`src/rtl/ternary_dot_stream.sv`:
```
// Streaming ternary-weight x binary-activation dot product, BEATS beats of N lanes per result.
// Optional saturating accumulation is enabled by defining TERNARY_DOT_SAT_EN.
module ternary_dot_stream #(
  parameter int unsigned N     = 32,
  parameter int unsigned BEATS = 4,
  parameter int unsigned ACC_W = 16
) (
  input  logic             clk,
  input  logic             reset,
  input  logic             in_valid,
  output logic             in_ready,
  input  logic [N-1:0]     in_w_pos,
  input  logic [N-1:0]     in_w_neg,
  input  logic [N-1:0]     in_x,
  output logic             out_valid,
  input  logic             out_ready,
  output logic [ACC_W-1:0] out_sum,
  output logic             out_sat
);

  localparam int unsigned PC_W  = $clog2(N + 1);
  localparam int unsigned BV_W  = PC_W + 1;
  localparam int unsigned CNT_W = (BEATS > 1) ? $clog2(BEATS) : 1;
  localparam logic [CNT_W-1:0] LAST_CNT = CNT_W'(BEATS - 1);

  typedef enum logic {
    ACCUM = 1'b0,
    DONE  = 1'b1
  } state_t;

  state_t                  state;
  logic [CNT_W-1:0]        cnt;
  logic signed [ACC_W-1:0] acc;

  logic [N-1:0]            pos_lanes;
  logic [N-1:0]            neg_lanes;
  logic [PC_W-1:0]         pos_cnt;
  logic [PC_W-1:0]         neg_cnt;
  logic signed [BV_W-1:0]  beat_val;
  logic signed [ACC_W-1:0] sum_c;
  logic                    sat_c;
  logic                    accept;

  // DONE can take a new beat only when the held result is consumed in the same cycle
  assign in_ready  = (state == ACCUM) || out_ready;
  assign out_valid = (state == DONE);
  assign accept    = in_valid && in_ready;

  // Lanes with both masks set cancel out
  assign pos_lanes = in_w_pos & in_x & ~in_w_neg;
  assign neg_lanes = in_w_neg & in_x & ~in_w_pos;

  always_comb begin
    pos_cnt = '0;
    neg_cnt = '0;
    for (int i = 0; i < int'(N); i++) begin
      pos_cnt = pos_cnt + PC_W'(pos_lanes[i]);
      neg_cnt = neg_cnt + PC_W'(neg_lanes[i]);
    end
  end

  assign beat_val = BV_W'(pos_cnt) - BV_W'(neg_cnt);

`ifdef TERNARY_DOT_SAT_EN
  localparam int unsigned SUM_W = ((ACC_W > BV_W) ? ACC_W : BV_W) + 1;
  localparam logic signed [SUM_W-1:0] SUM_MAX =
    {{(SUM_W - ACC_W + 1){1'b0}}, {(ACC_W - 1){1'b1}}};
  localparam logic signed [SUM_W-1:0] SUM_MIN =
    {{(SUM_W - ACC_W + 1){1'b1}}, {(ACC_W - 1){1'b0}}};

  logic signed [SUM_W-1:0] sum_wide;
  logic                    sat_acc;

  // Sum at a width that cannot overflow, then clamp back into ACC_W
  assign sum_wide = SUM_W'(acc) + SUM_W'(beat_val);

  always_comb begin
    sum_c = ACC_W'(sum_wide);
    sat_c = sat_acc;
    if (sum_wide > SUM_MAX) begin
      sum_c = ACC_W'(SUM_MAX);
      sat_c = 1'b1;
    end else if (sum_wide < SUM_MIN) begin
      sum_c = ACC_W'(SUM_MIN);
      sat_c = 1'b1;
    end
  end
`else
  assign sum_c = acc + ACC_W'(beat_val);
  assign sat_c = 1'b0;
`endif

  // acc/cnt are always zero while in DONE, so a beat taken there starts a fresh vector
  always_ff @(posedge clk) begin
    if (reset) begin
      state   <= ACCUM;
      cnt     <= '0;
      acc     <= '0;
      out_sum <= '0;
      out_sat <= 1'b0;
`ifdef TERNARY_DOT_SAT_EN
      sat_acc <= 1'b0;
`endif
    end else if (accept) begin
      if (cnt == LAST_CNT) begin
        state   <= DONE;
        out_sum <= sum_c;
        out_sat <= sat_c;
        cnt     <= '0;
        acc     <= '0;
`ifdef TERNARY_DOT_SAT_EN
        sat_acc <= 1'b0;
`endif
      end else begin
        state <= ACCUM;
        cnt   <= cnt + CNT_W'(1);
        acc   <= sum_c;
`ifdef TERNARY_DOT_SAT_EN
        sat_acc <= sat_c;
`endif
      end
    end else if ((state == DONE) && out_ready) begin
      state <= ACCUM;
    end
  end

endmodule

```
`config.mk`:
```
export PLATFORM = sky130hd
export DESIGN_NAME = ternary_dot_stream
export DESIGN_NICKNAME = d
export VERILOG_FILES = /design/src/rtl/ternary_dot_stream.sv
export SDC_FILE = /design/constraint.sdc
export NUM_CORES = 1
export LEC_CHECK = 0
export BUFFER_PORTS_ARGS = -buffer_cell sky130_fd_sc_hd__buf_2
export CAP_MARGIN = 20
export CORE_UTILIZATION = 58
export DETAILED_ROUTE_END_ITERATION = 16
export GPL_TIMING_DRIVEN = 0
export PLACE_DENSITY = 0.88
export SETUP_SLACK_MARGIN = 0.3
export SYNTH_ARGS = -nofsm -noshare
export SYNTH_HDL_FRONTEND = slang
export SYNTH_SLANG_ARGS = --single-unit
```
`constraint.sdc`:
```
create_clock -name clk -period 16.42 [get_ports clk]
set_input_delay 1.642 -clock clk [delete_from_list [all_inputs] [get_ports clk]]
set_output_delay 1.642 -clock clk [all_outputs]
set_load 0.02 [all_outputs]
```
# [Word-level counts from Yosys, hierarchy flattened]
# Index checks and enable logic that the tools add are counted.
[op_classes] add_sub_neg=65 n_eq_ne=1 n_mux=5 bitwise_logic=7 n_reduce_logical=5
[op_table] operator="$add A6 B1 Y6" n=52
[op_table] operator="$and A32 B32 Y32" n=4
[op_table] operator="$not A32 Y32" n=2
[op_table] operator="$add A16 B7 Y16" n=1
[op_table] operator="$mux W16" n=1
[op_table] operator="$add A5 B1 Y6" n=2
[op_table] operator="$add A4 B1 Y5" n=2
[op_table] operator="$add A3 B1 Y4" n=2
[op_table] operator="$sub A6 B6 Y7" n=1
[op_table] operator="$add A2 B1 Y3" n=2
[op_table] operator="$add A1 B1 Y2" n=2
[op_table] operator="$mux W1" n=3
[op_table] operator="$add A2 B1 Y2 const B" n=1
[op_table] operator="$eq A2 B2 Y1 const B" n=1
[op_table] operator="$logic_and A1 B1 Y1" n=2
[op_table] operator="$mux W2" n=1
[op_table] operator="$reduce_and A2 Y1" n=1
[op_table] operator="$reduce_bool A2 Y1" n=1
[op_table] operator="$logic_or A1 B1 Y1" n=1
[op_table] operator="$not A1 Y1" n=1
[word_totals] ff_bits=35 in_bits=100 word_cells=87

# [Longest topological paths before layout]
[depth] depth_word=36 depth_mapped=29

# [Worst setup path before layout]
# OpenSTA, ideal clock, no wires.
[synth_path] path_type="input to register" from="in in_w_pos[1]" to="reg out_sum[15]" setup_ps=115 arrival_ps=9114 t_required_ps=16305 path_slack_ps=7191 cell_stages=27 path_cell_list="nand3b_1 fa_1 inv_1 fa_1 inv_1 fa_1 fa_1 fa_1 fa_1 fa_1 inv_1 fa_1 inv_1 ha_1 inv_1 fa_1 nor2b_1 o21ai_0 a21oi_1 nor2_1 ha_1 a21oi_2 o211ai_1 a41o_1 o41ai_4 xnor3_1 o21ba_1"
[synth_via] elab_chain_len=35 word_cells_on_any_way=68 cone_classes="add/sub (64); bitwise (4)"
[synth_rtl] element="start: declaration" line="12" rtl="input logic [N-1:0] in_w_pos,"
[synth_rtl] element="$and A32 B32 Y32 or $not A32 Y32 (tied branches)" line="50, 51"
[synth_rtl] element="$and A32 B32 Y32 (on tied branches)" line="50, 51"
[synth_rtl] element="$add A1 B1 Y2 (on tied branches)" line="57, 58"
[synth_rtl] element="$add A2 B1 Y3 (on tied branches)" line="57, 58"
[synth_rtl] element="$add A3 B1 Y4 (on tied branches)" line="57, 58"
[synth_rtl] element="$add A4 B1 Y5 (on tied branches)" line="57, 58"
[synth_rtl] element="$add A5 B1 Y6 (on tied branches)" line="57, 58"
[synth_rtl] element="$add A6 B1 Y6 (on tied branches) (26 in a row)" line="57, 58"
[synth_rtl] element="$sub A6 B6 Y7 (*)" line="62" rtl="assign beat_val = BV_W'(pos_cnt) - BV_W'(neg_cnt);"
[synth_rtl] element="$add A16 B7 Y16 (*)" line="89" rtl="assign sum_c = acc + ACC_W'(beat_val);"
[synth_rtl] element="end signal: assignment" line="107" rtl="out_sum <= sum_c;"
[synth_rtl] element="end: declaration" line="17" rtl="output logic [ACC_W-1:0] out_sum,"
# Mark *: on every way between the ends. The rest lies on a longest branch, timed or not.
# A chain may end at the register's enable or synchronous reset.

# [Worst setup path after layout]
[layout_path] from="in in_w_pos[1]" to="reg out_sum[14]"
# The elaborated chain is that of the path after synthesis.

==> results.yml <==
synthesis:
  seq_area_frac_synth_pct: 16.8
  syn_area_um2: 4160
  synth_area_leader_cell: "fa_1"
  ys_top_cells_by_count: "inv_1 (74), nand2_1 (68), nor2_1 (57)"
  syn_avg_cell_area_um2: 8.46
  ys.flop_type: "dfxtp_1"
  synthMuxAreaShare_pct: 0
  synth_top_family_by_area: "adder cells"
  yosysWarnings: 0
  synth-simple-area-share_pct: 22.4
  synthTopCellsByArea: "fa_1 (27%), dfxtp_1 (17%), ha_1 (8.7%)"
  synth-edff-count: 0
  synthArstFlopShare_pct: 0
  synth_xor_area_share_pct: 3.07
  synth.most_common_cell: "inv_1"
  synth-compound-area-share_pct: 14.3
  netlist_instances: 492
  synth_fp_nets: 677
  yosys_register_bits: 35
  synthAdderAreaFrac_pct: 35.7
  yosysTopAreaCellShare_pct: 26.9
  synth.distinct_cells: 53
setup_path:
  endpoint_kind: "register"
  worstSetupPathType: "input pin to register"
  crit_arrival_ns: 10.15
  max_stage_delay_ns: 0.74
  slowest_stage: "nor2_1"
  cp_data_required_time_ns: 16.63
  path_max_fanout: 12
  start_kind: "input pin"
  path_buf_inv: 6
  crit_top_cell: "fa_1"
  critPathTopFamily: "adder cells"
placed_design:
  place_inst: 704
  io_buffers: 116
  placed_area_um2: 4860
  place_hpwl_um: 8200
  routabilityCongestion: 0.961
cts:
  cts_buffers: 5
  hold_buffers: 0
  insertion_delay_ns: 0.30
  htreeDepth: 2
  clkTransAtPathRegs_ns: 0.08
  cts_resized: 0
  post-cts-setup-buffer-count: 0
  cts_tree: "built"
  cts_max_path_buffers: 2
  clock-sinks: 35
  cts-root-buf: "clkbuf_8"
hold_path:
  hold_path_class: "register to register"
die:
  die_h_um: 86.7
  start_util_pct: 60.6
  rows: 30
  fp.dieW_um: 86.7
  ios: 119
  dieArea_um2: 7520
  design.core.area_um2: 6870
outcome:
  status: "finished, final reports clean"
global_routing:
  grt_first_pass_wirelength_um: 15400
  grt_pass1_vias: 3768
  grt_max_degree: 13
  grt_overflow: 0
  track_usage_pct: 26.0
  antenna_found_initial: 0
route:
  ant_nets: 0
  drc: 0
  wl_per_cell_um: 13.5
  viasPerCell: 5.50
  firstDrtPassIters: 5
  num_vias: 3915
  routed_wl_um: 9620
  drt_iter0_markers: 147
sta:
  fin_setup_tns_ns: 0
  slew_headroom_pct: 38.0
  tightest_slew_ns: 0.926
  hold_violations: 0
  finalCritPeriodShare_pct: 60.5
  layout_min_cycle_time_ns: 9.94
  setup_viol_count_final: 0
  rsz0062_at_grt: "false"
  clock_skew_ns: 0.00574
  max_freq_mhz: 101
  holdWs_ns: 0.459
  finalMaxSlewViolations: 0
final_layout:
  fillers: 515
  drive_gt1_share_pct: 21.8
  final_cell_count_no_fill: 712
  n_antenna_cell: 0
  final_cell_area_um2: 4980
  nets: 800
  synthToLayoutAreaGrowth_pct: 19.7
run:
  maxCapViolations: 0
==> tightest hold or removal path, cell delays in order (launching register included) <==
cell and delay, ns:
dfxtp_1 0.31, nand2_1 0.05, a21oi_1 0.05
==> metal layers <==
| metal | share of wire [%] | global-route usage [%] | wire, µm |
|---|---|---|---|
| met1 | 42 | 33.2 | 4070 |
| met2 | 50 | 45.3 | 4830 |
| met3 | 5.5 | 4.29 | 530 |
| met4 | 1.9 | 8.18 | 180 |
| met5 | 0 | 0 | 0 |
==> worst paths after layout <==
kind	end	start	cells past startpoint	slack, ns
max reg2reg	out_sum[14]	acc[0]	8	13.69
min reg2reg	out_sum[5]	out_sum[5]	2	0.46
max	out_sum[14]	in_w_pos[1]	28	6.48
min	out_sum[5]	out_sum[5]	2	0.46
==> area by class of cell <==
type	instances	area [µm²]	area share [%]
plain buffers	9	41.3	0.829
flip-flops and latches	35	701	14.1
clock buffers	6	82.6	1.66
well taps	96	120	2.41
repair buffers	116	581	11.7
clock inverters	2	35.0	0.704
multi-input cells	374	3140	63.1
inverters	74	278	5.58
==> logic make-up after synthesis <==
logic type / Yosys count
AND/OR/NAND/NOR: 190
AO/OA/AOI/OAI: 85
adder cells (fa/ha/maj): 85
buffers and inverters: 83
flip-flops: 35
XOR/XNOR: 13
other: 1
==> metrics by stage <==
stage          worst slack, ns  utilization [%]
5_1_grt                   6.17             72.5
6_report                  6.48             72.5
2_1_floorplan             7.19                -
4_1_cts                   6.61             72.5
3_3_place_gp              6.45             70.8
3_5_place_dp              6.32             70.8
==> cell usage in the layout (no fill, tap or decap), drive strengths merged, types with 4 or more instances in the layout <==
master,Yosys,routed
dfxtp,35,35
nand3b,22,22
xnor2,9,9
o21a,4,4
and3b,12,12
nand2,68,68
inv,74,74
a21o,6,6
a21oi,27,27
fa,56,56
o21ai,14,14
nand3,8,8
o211ai,5,5
ha,29,29
nor3,4,4
buf,2,118
clkbuf,7,13
nor2,58,58
==> state kept, by name (all words and copies together), names as in the netlist <==
name and cells:
acc 16, out_sum 16, cnt 2, out_valid 1
Power is not shown: default switching activity piles up to over one toggle a cycle in this logic, so the estimate is an artifact.
